`config.mk`:
```
export PLATFORM = sky130hd
export DESIGN_NAME = cpu_sequencer_flat
export DESIGN_NICKNAME = d
export VERILOG_FILES = /design/src/rtl/cpu_pkg.sv /design/src/rtl/cpu_sequencer_if.sv /design/src/rtl/mem_wait_timer.sv /design/src/rtl/cpu_sequencer.sv /design/src/flat_wrapper.sv
export SDC_FILE = /design/constraint.sdc
export NUM_CORES = 1
export LEC_CHECK = 0
export CAP_MARGIN = 20
export CORE_MARGIN = 3
export CORE_UTILIZATION = 40
export DETAILED_ROUTE_END_ITERATION = 6
export GPL_TIMING_DRIVEN = 0
export PLACE_DENSITY = 0.67
export SKIP_CTS_REPAIR_TIMING = 1
export SLEW_MARGIN = 10
export SYNTH_ARGS = -nofsm -noshare
export SYNTH_HDL_FRONTEND = slang
export SYNTH_HIERARCHICAL = 1
export SYNTH_SLANG_ARGS = --single-unit
```
`constraint.sdc`:
```
create_clock -name clk -period 2.05 [get_ports clk]
set_input_delay 0.41 -clock clk [delete_from_list [all_inputs] [get_ports clk]]
set_output_delay 0.41 -clock clk [all_outputs]
set_load 0.03 [all_outputs]
```
`src/rtl/cpu_pkg.sv`:
```
// Shared definitions for the Mini-MIPS sequencer and control unit: phase encoding and opcodes.
package cpu_pkg;

    typedef enum logic [2:0] {
        StIdle   = 3'd0,
        StFetch  = 3'd1,
        StDecode = 3'd2,
        StExec   = 3'd3,
        StMem    = 3'd4,
        StWb     = 3'd5,
        StHalt   = 3'd6,
        StFault  = 3'd7
    } seq_state_e;

    localparam logic [5:0] OpHalt     = 6'd63;
    localparam logic [5:0] OpLw       = 6'd35;
    localparam logic [5:0] OpSw       = 6'd43;
    localparam logic [5:0] OpBeq      = 6'd41;
    localparam logic [5:0] OpBranchLo = 6'd48;
    localparam logic [5:0] OpBranchHi = 6'd54;

    function automatic logic is_branch_op(input logic [5:0] op);
        return (op == OpBeq) || ((op >= OpBranchLo) && (op <= OpBranchHi));
    endfunction

endpackage

```
`src/rtl/cpu_sequencer_if.sv`:
```
// Control/handshake bundle between the phase sequencer and the datapath, memories and decoder.
interface cpu_sequencer_if #(
    parameter int unsigned CNT_W = 32
);
    logic             start;
    logic             halt_req;
    logic [5:0]       op_code;
    logic             branch;
    logic             mem_read;
    logic             mem_write;
    logic             reg_write;
    logic             branch_taken;
    logic             imem_ack;
    logic             dmem_ack;
    logic             imem_req;
    logic             dmem_req;
    logic             dmem_we;
    logic             ir_we;
    logic             alu_en;
    logic             rf_we;
    logic             pc_we;
    logic             pc_src;
    logic             busy;
    logic             halted;
    logic             fault;
    logic [2:0]       state;
    logic [CNT_W-1:0] retired;

    modport master (
        input  start, halt_req, op_code, branch, mem_read, mem_write, reg_write,
               branch_taken, imem_ack, dmem_ack,
        output imem_req, dmem_req, dmem_we, ir_we, alu_en, rf_we, pc_we, pc_src,
               busy, halted, fault, state, retired
    );

    modport slave (
        output start, halt_req, op_code, branch, mem_read, mem_write, reg_write,
               branch_taken, imem_ack, dmem_ack,
        input  imem_req, dmem_req, dmem_we, ir_we, alu_en, rf_we, pc_we, pc_src,
               busy, halted, fault, state, retired
    );

endinterface

```
`src/rtl/mem_wait_timer.sv`:
```
// Counts cycles a memory request has waited without ack; flags the last allowed waiting cycle.
module mem_wait_timer #(
    parameter int unsigned TIMEOUT = 16
) (
    input  logic clk,
    input  logic rst_n,
    input  logic clear,
    input  logic en,
    output logic expired
);
    localparam int unsigned CntW = $clog2(TIMEOUT + 1);

    logic [CntW-1:0] cnt_q;

    always_ff @(posedge clk or negedge rst_n) begin
        if (!rst_n) begin
            cnt_q <= '0;
        end else if (clear) begin
            cnt_q <= '0;
        end else if (en) begin
            cnt_q <= cnt_q + CntW'(1);
        end
    end

    assign expired = en && (cnt_q == CntW'(TIMEOUT - 1));

endmodule

```
`src/rtl/cpu_sequencer.sv`:
```
// Multi-cycle FETCH/DECODE/EXEC/MEM/WB phase sequencer with halt, memory timeout fault and
// retired-instruction counter. Outputs are decoded from the registered state and current inputs.
module cpu_sequencer
    import cpu_pkg::*;
#(
    parameter int unsigned TIMEOUT = 16,
    parameter int unsigned CNT_W   = 32,
    parameter logic [5:0]  HALT_OP = OpHalt
) (
    input logic            clk,
    input logic            rst_n,
    cpu_sequencer_if.master bus
);

    seq_state_e       state_q;
    seq_state_e       after_retire;
    logic [CNT_W-1:0] retired_q;
    logic             mem_op;
    logic             retire;
    logic             wait_en;
    logic             wait_expired;

    assign mem_op       = bus.mem_read | bus.mem_write;
    assign after_retire = bus.halt_req ? StHalt : StFetch;

    // Retire cycle is exactly the cycle the PC is committed.
    always_comb begin
        retire = 1'b0;
        case (state_q)
            StExec:  retire = bus.branch | ~(mem_op | bus.reg_write);
            StMem:   retire = bus.dmem_ack & ~bus.mem_read;
            StWb:    retire = 1'b1;
            default: retire = 1'b0;
        endcase
    end

    // The timer only runs while a request is outstanding, so any ack or phase change clears it.
    assign wait_en = ((state_q == StFetch) && !bus.imem_ack) ||
                     ((state_q == StMem) && !bus.dmem_ack);

    mem_wait_timer #(
        .TIMEOUT (TIMEOUT)
    ) u_mem_wait_timer (
        .clk     (clk),
        .rst_n   (rst_n),
        .clear   (~wait_en),
        .en      (wait_en),
        .expired (wait_expired)
    );

    always_ff @(posedge clk or negedge rst_n) begin
        if (!rst_n) begin
            state_q   <= StIdle;
            retired_q <= '0;
        end else begin
            if (retire) begin
                retired_q <= retired_q + CNT_W'(1);
            end
            case (state_q)
                StIdle: begin
                    if (bus.start) state_q <= StFetch;
                end
                StFetch: begin
                    if (bus.imem_ack) begin
                        state_q <= StDecode;
                    end else if (wait_expired) begin
                        state_q <= StFault;
                    end
                end
                StDecode: begin
                    state_q <= (bus.op_code == HALT_OP) ? StHalt : StExec;
                end
                StExec: begin
                    if (retire) begin
                        state_q <= after_retire;
                    end else if (mem_op) begin
                        state_q <= StMem;
                    end else begin
                        state_q <= StWb;
                    end
                end
                StMem: begin
                    if (bus.dmem_ack) begin
                        state_q <= bus.mem_read ? StWb : after_retire;
                    end else if (wait_expired) begin
                        state_q <= StFault;
                    end
                end
                StWb: begin
                    state_q <= after_retire;
                end
                StHalt: begin
                    if (bus.start) state_q <= StFetch;
                end
                StFault: begin
                    state_q <= StFault;
                end
                default: begin
                    state_q <= StIdle;
                end
            endcase
        end
    end

    assign bus.imem_req = (state_q == StFetch);
    assign bus.ir_we    = (state_q == StFetch) && bus.imem_ack;
    assign bus.alu_en   = (state_q == StExec);
    assign bus.dmem_req = (state_q == StMem);
    // A request with both mem_read and mem_write set is treated as a load.
    assign bus.dmem_we  = (state_q == StMem) && bus.mem_write && !bus.mem_read;
    assign bus.rf_we    = (state_q == StWb);
    assign bus.pc_we    = retire;
    assign bus.pc_src   = (state_q == StExec) && bus.branch && bus.branch_taken;
    assign bus.busy     = (state_q == StFetch) || (state_q == StDecode) ||
                          (state_q == StExec) || (state_q == StMem) || (state_q == StWb);
    assign bus.halted   = (state_q == StHalt);
    assign bus.fault    = (state_q == StFault);
    assign bus.state    = state_q;
    assign bus.retired  = retired_q;

endmodule
```
`src/flat_wrapper.sv`:
```
// flat-port wrapper written by rule: the top's interface ports become plain ports
module cpu_sequencer_flat import cpu_pkg::*;
#(
    parameter int unsigned TIMEOUT = 16,
    parameter int unsigned CNT_W   = 32,
    parameter logic [5:0]  HALT_OP = OpHalt
)
  (clk, rst_n, bus_start, bus_halt_req, bus_op_code, bus_branch, bus_mem_read, bus_mem_write, bus_reg_write, bus_branch_taken, bus_imem_ack, bus_dmem_ack, bus_imem_req, bus_dmem_req, bus_dmem_we, bus_ir_we, bus_alu_en, bus_rf_we, bus_pc_we, bus_pc_src, bus_busy, bus_halted, bus_fault, bus_state, bus_retired);
  cpu_sequencer_if #(.CNT_W(CNT_W)) bus_i ();
  input logic clk;
  input logic rst_n;
  input wire logic [$bits(bus_i.start)-1:0] bus_start;
  input wire logic [$bits(bus_i.halt_req)-1:0] bus_halt_req;
  input wire logic [$bits(bus_i.op_code)-1:0] bus_op_code;
  input wire logic [$bits(bus_i.branch)-1:0] bus_branch;
  input wire logic [$bits(bus_i.mem_read)-1:0] bus_mem_read;
  input wire logic [$bits(bus_i.mem_write)-1:0] bus_mem_write;
  input wire logic [$bits(bus_i.reg_write)-1:0] bus_reg_write;
  input wire logic [$bits(bus_i.branch_taken)-1:0] bus_branch_taken;
  input wire logic [$bits(bus_i.imem_ack)-1:0] bus_imem_ack;
  input wire logic [$bits(bus_i.dmem_ack)-1:0] bus_dmem_ack;
  output wire logic [$bits(bus_i.imem_req)-1:0] bus_imem_req;
  output wire logic [$bits(bus_i.dmem_req)-1:0] bus_dmem_req;
  output wire logic [$bits(bus_i.dmem_we)-1:0] bus_dmem_we;
  output wire logic [$bits(bus_i.ir_we)-1:0] bus_ir_we;
  output wire logic [$bits(bus_i.alu_en)-1:0] bus_alu_en;
  output wire logic [$bits(bus_i.rf_we)-1:0] bus_rf_we;
  output wire logic [$bits(bus_i.pc_we)-1:0] bus_pc_we;
  output wire logic [$bits(bus_i.pc_src)-1:0] bus_pc_src;
  output wire logic [$bits(bus_i.busy)-1:0] bus_busy;
  output wire logic [$bits(bus_i.halted)-1:0] bus_halted;
  output wire logic [$bits(bus_i.fault)-1:0] bus_fault;
  output wire logic [$bits(bus_i.state)-1:0] bus_state;
  output wire logic [$bits(bus_i.retired)-1:0] bus_retired;
  assign bus_i.start = bus_start;
  assign bus_i.halt_req = bus_halt_req;
  assign bus_i.op_code = bus_op_code;
  assign bus_i.branch = bus_branch;
  assign bus_i.mem_read = bus_mem_read;
  assign bus_i.mem_write = bus_mem_write;
  assign bus_i.reg_write = bus_reg_write;
  assign bus_i.branch_taken = bus_branch_taken;
  assign bus_i.imem_ack = bus_imem_ack;
  assign bus_i.dmem_ack = bus_dmem_ack;
  assign bus_imem_req = bus_i.imem_req;
  assign bus_dmem_req = bus_i.dmem_req;
  assign bus_dmem_we = bus_i.dmem_we;
  assign bus_ir_we = bus_i.ir_we;
  assign bus_alu_en = bus_i.alu_en;
  assign bus_rf_we = bus_i.rf_we;
  assign bus_pc_we = bus_i.pc_we;
  assign bus_pc_src = bus_i.pc_src;
  assign bus_busy = bus_i.busy;
  assign bus_halted = bus_i.halted;
  assign bus_fault = bus_i.fault;
  assign bus_state = bus_i.state;
  assign bus_retired = bus_i.retired;
  cpu_sequencer #(.TIMEOUT(TIMEOUT), .CNT_W(CNT_W), .HALT_OP(HALT_OP)) u_core (.clk(clk), .rst_n(rst_n), .bus(bus_i));
endmodule
```
## Yosys cells after proc, flatten, opt, wreduce, memory -nomap -nowiden

Index checks and enable logic that the tools add are counted.

- Word-level logic and storage cells: 51
- Register bits after elaboration: 40
- Output and inout port bits: 46
- Bits of input ports: 17

- Reductions and logical operators: 18
- Mux-type cells: 12
- Eq/ne operators: 10
- Bitwise logic cells: 6
- Add/sub/neg operators: 2

Operator list:

| kind | number |
|---|---|
| $add 32x1->32 const B | 1 |
| $mux 3 | 8 |
| $pmux 3 s7 | 1 |
| $eq 3x3->1 const B | 4 |
| $logic_and 1x1->1 | 8 |
| $eq 3x2->1 const B | 2 |
| $eq 6x6->1 const B | 1 |
| $add 5x1->5 const B | 1 |
| $eq 5x4->1 const B | 1 |
| $logic_or 1x1->1 | 5 |
| $mux 5 | 1 |
| $eq 3x1->1 const B | 1 |
| $logic_not 1->1 | 3 |
| $logic_not 3->1 | 1 |
| $or 1x1->1 | 3 |
| $pmux 1 s3 | 1 |
| $ne 2x1->1 const B | 1 |
| $not 1->1 | 2 |
| $reduce_or 2->1 | 1 |
| $and 1x1->1 | 1 |
| $mux 1 | 1 |

## Logic depth before layout (Yosys ltp)

Gate-level depths: netlist (run 1).

- Word-level depth: 7
- Depth in mapped cells: 10
- Mapped depth without buffers: 8

## Modules after synthesis

Netlist (run 1), hierarchy kept.

By module, submodules not included:

| module | times used | sequential area each (um^2) | cells an instance | area an instance (um^2) |
|---|---|---|---|---|
| cpu_sequencer | 1 | 875.8 | 191 | 1878.1 |
| mem_wait_timer | 1 | 125.1 | 24 | 285.3 |

## Least setup slack after synthesis (run 1)

Ideal clock, no wire load.

- Kind: reg-to-output
- Start: register u_core.state_q[0] (netlist: u_core/bus.state[0])
- End: output bus_dmem_we
- Stages on the path, launching flop included: 5
- Slack: -0.097 ns
- Path buffers: 1
- Required time: 1.640 ns
- Arrival time: 1.737 ns
- Path through: dfrtp_1 > clkbuf_1 > inv_1 > nand2_1 > nor3b_1

- Cells in the longest elaborated chain, start to end: 3

RTL lines:

| element | RTL line | RTL |
|---|---|---|
| from (decl) | cpu_sequencer.sv:15 | `seq_state_e state_q;` |
| from (signal assigned) | cpu_sequencer.sv:53 | `state_q <= StIdle;` |
| from (signal assigned) | cpu_sequencer.sv:61 | `if (bus.start) state_q <= StFetch;` |
| from (signal assigned) | cpu_sequencer.sv:65 | `state_q <= StDecode;` |
| $eq 3x3->1 | cpu_sequencer.sv:110 | `assign bus.dmem_we = (state_q == StMem) && bus.mem_write && !bus.mem_read;` |
| $logic_and 1x1->1 (2 in series) | cpu_sequencer.sv:110 |  |
| to (decl) | flat_wrapper.sv:24 | `output wire logic [$bits(bus_i.dmem_we)-1:0] bus_dmem_we;` |

Every way passes these cells.

## Final worst setup path (run 1)

- Start: input bus_dmem_ack
- End: output bus_pc_we

- Cells in the longest elaborated chain, start to end: 2

RTL lines:

| element | RTL line | RTL |
|---|---|---|
| from (decl) | flat_wrapper.sv:21 | `input wire logic [$bits(bus_i.dmem_ack)-1:0] bus_dmem_ack;` |
| $and 1x1->1 | cpu_sequencer.sv:31 | `StMem: retire = bus.dmem_ack & ~bus.mem_read;` |
| $pmux 1 s3 | cpu_sequencer.sv:29 | `case (state_q)` |
| to (decl) | flat_wrapper.sv:28 | `output wire logic [$bits(bus_i.pc_we)-1:0] bus_pc_we;` |

Every way passes these cells.

==> qor.yml, run 1 <==
vias: 1851
synth_enable_flop_cells: 0
drtIter0Drc: 39
power_density_nw_per_um2: 990
fin_tns_setup_ps: -718
synth_area_per_cell_um2: 10.1
clk_pin_slew_ps: 80
place_inst: 348
synth-compound-area-share_pct: 9.54
numCtsBuffers: 5
path_class: "in -> out"
p_comb_share_pct: 45.3
grt_max_degree: 23
cp-start-kind: "input port"
p_int_mw: 1.78
portBuffers: 62
slew_violations: 0
die_h_um: 79.5
gp_congestion: 0.905
syn_to_final_growth_pct: 40.8
switching_share_pct: 40.9
detailed_place_hpwl_um: 3700
htree_num_levels: 2
antenna_found_initial: 0
antennaDiodeCount: 0
synth_most_common_cell: "dfrtp_1"
seq_area_frac_synth_pct: 46.3
setup_violations: 14
synthFlopType: "dfrtp_1"
synth_fa_ha_area_share_pct: 1.74
critPathMaxFanout: 6
skew_ps: 10.9
core_area_um2: 5170
drive_above_1_share_pct: 14.7
cp_data_arrival_time_ps: 1890
r2r-end: "u_core/bus.state[0]"
synth_nets: 235
cts_num_sinks: 40
min_path_type: "in -> async"
max-clock-path-buffers: 2
synth_area_leaders: "dfrtp_1 (46%), xnor2_1 (9.3%), xor2_1 (3.6%)"
ys_warn_count: 6
netlist_instances: 215
clkLatencyLatePin_ps: 300
worst_pin_slew_ps: 652
yosys.area_share.simple_pct: 25.3
worst_r2r_path_depth: 10
synth_top_family_by_area: "simple AND/OR/NAND/NOR gates"
layout_min_cycle_time_ps: 2300
rsz0062_at_grt: "yes"
seqPwrFrac_pct: 32.9
cap_violations: 0
reg2reg_slack_ps: -80
die_w_um: 79.5
die_area_um2: 6330
ys_ff_latch: 40
required_ps: 1640
worstReg2RegStart: "u_core/bus.state[2]"
synth_cell_types: 48
synth_xor_area_share_pct: 13.0
via_per_inst: 5.20
grt_usage_pct: 16.9
synth_top_cell_area_share_pct: 46.3
ant_nets: 0
initial_utilization_pct: 41.8
grt_remaining_overflow: 0
async_flop_share_pct: 100
routed_wl_um: 5100
fmax_mhz: 435
ys_top_cells_by_count: "dfrtp_1 (40), xnor2_1 (23), nand2_1 (19), nor2_1 (15), nand4_1 (12)"
min_period_over_period_pct: 112
remaining_drc_errors: 0
violations: "setup timing"
ir_worst_vdd_v: 0.000715
power.clock.fraction_pct: 21.7
p_leak_nw: 1.44
fin_ws_ps: -250
grt_pass1_wl_um: 8560
finalHoldViolations: 0
tritoncts: "done"
endpoint_kind: "primary output"
drtPass1Iterations: 4
routedWlPerCell_um: 14.3
syn_area_um2: 2160
grt_pass1_vias: 1843
rows: 26
fin_nets: 305
power_switching_mw: 1.23
synthMuxAreaShare_pct: 1.68
finalNonFillerCells: 356
cts_root_buf: "clkbuf_8"
crit_start: "bus_dmem_ack"
status: "finished, violations left"
synth_top_area_cell: "dfrtp_1"
ioPinCount: 63
slew-limit-headroom_pct: 56.5
-- cell families after synthesis --
| logic type | count (synthesis) |
|---|---|
| and+or+nand+nor | 94 |
| DFF | 40 |
| buffers and inverters | 12 |
| adders and majority gates | 3 |
| xor gates and xnor gates | 32 |
| AOI/OAI and AO/OA | 31 |
| muxes | 3 |
-- final cells by class --
class	count	area [um2]
well taps	70	87.6
repair buffers	63	643
multi-input cells	163	1140
inverters	7	26.3
clock buffers	5	68.8
fillers	470	2130
flip-flops and latches	40	1000
clock inverters	3	46.3
plain buffers	5	31.3
-- stage by stage --
step                      util (%)  setup slack, ps  cell area, um2  hold WS (ps)  total power, mW
final                         58.9             -250            3050          75.7             3.02
after global routing          58.9             -354            3050           108             3.20
after CTS                     58.3             -803            3010          86.8             3.04
after detailed placement      56.0             -793            2900           400             2.38
after global placement        55.6             -786            2880           464             2.35
after floorplan                  -            -10.2            2170           114             1.86
-- critical path, stage by stage --
cell             delay [ps]
clkdlybuf4s50_1         500
nor2b_1                 200
o21ai_2                 260
nand2_1                 220
dlymetal6s2s_1          300
-- cells in the final DEF, fill, tap and decap left out, types with 2 or more instances in the layout --
cell             netlist  routed
nor2b_1                3       2
ha_1                   3       3
o21ai_0                6       6
inv_1                  7       6
dfrtp_2                0       2
and3b_1                2       2
clkbuf_8               0       5
nand2b_1               5       5
nand4_1               12      12
xnor2_1               23      23
nand3_1                6       6
and2_1                 2       2
dfrtp_1               40      38
clkbuf_2               0       5
buf_2                  1       3
o211ai_1               2       2
dlymetal6s2s_1         0       7
a21oi_1                9       9
nor2_1                15      15
o21ai_2                1       2
xor2_1                 9       9
nand2_1               19      18
and3_1                 9       9
a211oi_1               2       2
a211oi_2               2       2
nor3_1                 9       8
clkdlybuf4s50_1        0      50
-- power by group through the flow --
stage                     clock network, mW  logic, mW  registers [mW]
after detailed placement                  0       1.38            1.00
after CTS                             0.672       1.38           0.987
after global routing                  0.707       1.49            1.01
after global placement                    0       1.35            1.00
after floorplan                           0      0.723            1.14
final                                 0.655       1.37           0.993
-- state kept, by name (all words and copies together) (netlist names) --
register,count
u_core/bus.retired,32
u_core/bus.state,3
u_core/u_mem_wait_timer/cnt_q,5
-- worst max path at each step --
stage | to | slack [ps] | depth (start not counted)
after floorplan | u_core/bus.state[0] | -10 | 10
after global placement | bus_pc_we | -790 | 5
after detailed placement | bus_pc_we | -790 | 5
after CTS | bus_pc_we | -800 | 5
after global routing | u_core/bus.state[0] | -350 | 10
final | bus_pc_we | -250 | 5
-- metal layers --
| layer | share of wire [%] | GRT usage, % | routed length (um) |
|---|---|---|---|
| met3 | 6.9 | 4.29 | 352 |
| met2 | 45 | 27.5 | 2320 |
| met1 | 47 | 22.9 | 2400 |
| met5 | 0 | 0 | 0 |
| met4 | 0.55 | 3.61 | 28 |
No activity file was read; power rests on OpenSTA's default activity.
==> inputs of run 2 (changes only) <==
--- a/config.mk
+++ b/config.mk
@@ -7,10 +7,10 @@
 export LEC_CHECK = 0
 export CAP_MARGIN = 20
 export CORE_MARGIN = 3
-export CORE_UTILIZATION = 40
+export CORE_UTILIZATION = 47
 export DETAILED_ROUTE_END_ITERATION = 6
 export GPL_TIMING_DRIVEN = 0
-export PLACE_DENSITY = 0.67
+export PLACE_DENSITY = 0.77
 export SKIP_CTS_REPAIR_TIMING = 1
 export SLEW_MARGIN = 10
 export SYNTH_ARGS = -nofsm -noshare
==> run 2 against run 1 <==
The flow still finishes with violations (setup timing). Core utilization is 9.9 points higher. Wire length shrank 3.4%. Hold slack better by 410 ps. Clock-buffer cell count up 1. Sequential power is essentially flat. Sequential share of layout area increased by 0.15 points. Die area shrank 14%. Critical path type unchanged. Highest routed layer unchanged.
==> qor.yml, run 2 (same netlist as run 1, synthesis figures left out) <==
status: "finished, violations left"  # unchanged
violations: "setup timing"  # unchanged
clkLatencyLatePin_ps: 290  # was 300 ps
rsz0062_at_grt: "yes"  # unchanged
gp_congestion: 0.827  # was 0.905
fin_nets: 306  # was 305
final.fill_count: 355  # was 470
switching_share_pct: 40.6  # was 40.9%
slew_violations: 0  # unchanged
via_per_inst: 5.39  # was 5.20
portBuffers: 62  # unchanged
required_ps: 1640  # about the same
drtIter0Drc: 124  # was 39
grt_max_degree: 31  # was 23
routedWlPerCell_um: 14.5  # was 14.3 um
min_from: "u_core/bus.retired[27]"
reg2reg_slack_ps: -10  # was -80 ps
die_area_um2: 5450  # was 6330 um2
remaining_drc_errors: 0  # unchanged
drtPass1Iterations: 4  # unchanged
grt_pass1_wl_um: 8000  # was 8560 um
setup_violations: 13  # was 14
numCtsBuffers: 5  # unchanged
ir_worst_vdd_v: 0.000773  # was 0.000715 V
p_comb_share_pct: 46.3  # was 45.3%
grt_usage_pct: 18.6  # was 16.9%
worstReg2RegStart: "u_core/bus.state[1]"  # was u_core/bus.state[2]
power.clock.fraction_pct: 20.4  # was 21.7%
worst_r2r_path_depth: 6  # was 10
ant_nets: 0  # unchanged
fmax_mhz: 438  # was 435 MHz
syn_to_final_growth_pct: 40.4  # was 40.8%
power_density_nw_per_um2: 996  # was 990 nW/um2
die_w_um: 73.8  # was 79.5 um
power_switching_mw: 1.23  # about the same
grt_remaining_overflow: 0  # unchanged
fin_ws_ps: -231  # was -250 ps
detailed_place_hpwl_um: 3590  # was 3700 um
critPathMaxFanout: 6  # unchanged
place_inst: 330  # was 348
initial_utilization_pct: 49.0  # was 41.8%
min_period_over_period_pct: 111  # was 112%
die_h_um: 73.8  # was 79.5 um
final_cell_mix: "clkdlybuf4s50_1 (50), dfrtp_1 (37), xnor2_1 (23), nand2_1 (17), nor2_1 (14)"  # was clkdlybuf4s50_1 (50), dfrtp_1 (38), xnor2_1 (23), nand2_1 (18), nor2_1 (15)
p_leak_nw: 1.42  # was 1.44 nW
routed_wl_um: 4920  # was 5100 um
finalHoldViolations: 0  # unchanged
seqPwrFrac_pct: 33.3  # was 32.9%
r2r-end: "u_core/bus.retired[23]"  # was u_core/bus.state[0]
crit_start: "bus_dmem_ack"  # unchanged
tritoncts: "done"  # unchanged
min_path_type: "reg -> reg"  # was in -> async
vias: 1828  # was 1,851
cts_num_sinks: 40  # unchanged
holdPathStages: 1
final_common_cell: "clkdlybuf4s50_1"  # unchanged
htree_num_levels: 2  # unchanged
path_class: "in -> out"  # unchanged
p_int_mw: 1.80  # was 1.78 mW
clk_pin_slew_ps: 80  # about the same
skew_ps: 6.06  # was 10.9 ps
hold_end: "u_core/bus.retired[27]"
finalNonFillerCells: 339  # was 356
pre_cts_ws_ps: -749  # was -793 ps
max-clock-path-buffers: 2  # unchanged
cap_violations: 0  # unchanged
cp_data_arrival_time_ps: 1870  # was 1890 ps
endpoint_kind: "primary output"  # unchanged
largest_reg_flops: 32  # unchanged
antennaDiodeCount: 0  # unchanged
ioPinCount: 63  # unchanged
layout_min_cycle_time_ps: 2280  # was 2300 ps
core_area_um2: 4410  # was 5170 um2
cts_root_buf: "clkbuf_8"  # unchanged
slew-limit-headroom_pct: 56.5  # about the same
cp-start-kind: "input port"  # unchanged
worst_pin_slew_ps: 651  # was 652 ps
drive_above_1_share_pct: 16.7  # was 14.7%
antenna_found_initial: 0  # unchanged
grt_pass1_vias: 1730  # was 1,843
rows: 24  # was 26
==> run 2: power by group through the flow <==
stage	clock network, mW	logic (mW)	registers, mW
floorplan	0	0.723	1.14
global placement	0	1.35	1.00
detailed placement	0	1.37	1.00
CTS	0.642	1.37	0.989
global route	0.674	1.52	1.03
finish	0.618	1.40	1.01
==> run 2: metrics by stage <==
step	total power, mW	TNS (ps)	hold slack, ps	util (%)	area (um2)
global route	3.22	-2560	508	68.8	3040
CTS	3.00	-6240	-13.2	67.4	2980
global placement	2.35	-25960	463	64.7	2850
detailed placement	2.37	-10440	302	65.0	2870
floorplan	1.86	-10.2	114	-	2170
finish	3.02	-764	484	68.8	3040
==> run 2: cell type report <==
class                      instances  area, um2  share of cell area, %
clock buffer                       6       72.6                   2.39
multi-input combinational        163       1160                   38.3
inverter                           7       28.8                  0.948
sequential                        40       1000                   33.1
clock inverter                     2       35.0                   1.15
timing repair buffer              64        631                   20.8
tap                               52       65.1                   2.14
buffer                             5       36.3                   1.19
==> run 2: how the worst max path moves through the flow <==
stage | endpoint | slack, ps | depth (start not counted)
2_1_floorplan | u_core/bus.state[0] | -10 | 10
3_3_place_gp | bus_pc_we | -730 | 5
3_5_place_dp | bus_pc_we | -750 | 5
4_1_cts | bus_pc_we | -800 | 5
5_1_grt | bus_pc_we | -320 | 5
6_report | bus_pc_we | -230 | 5
==> run 2: critical path, stage by stage <==
cell	delay (ps)
clkdlybuf4s50_1	500
nor2b_1	200
o21ai_2	280
nand2_1	230
clkbuf_2	240
==> run 2: layer usage <==
metal	wire length, um	GRT usage, %
met4	36	5.23
met5	0	0
met3	315	4.79
met1	2330	24.9
met2	2250	29.8
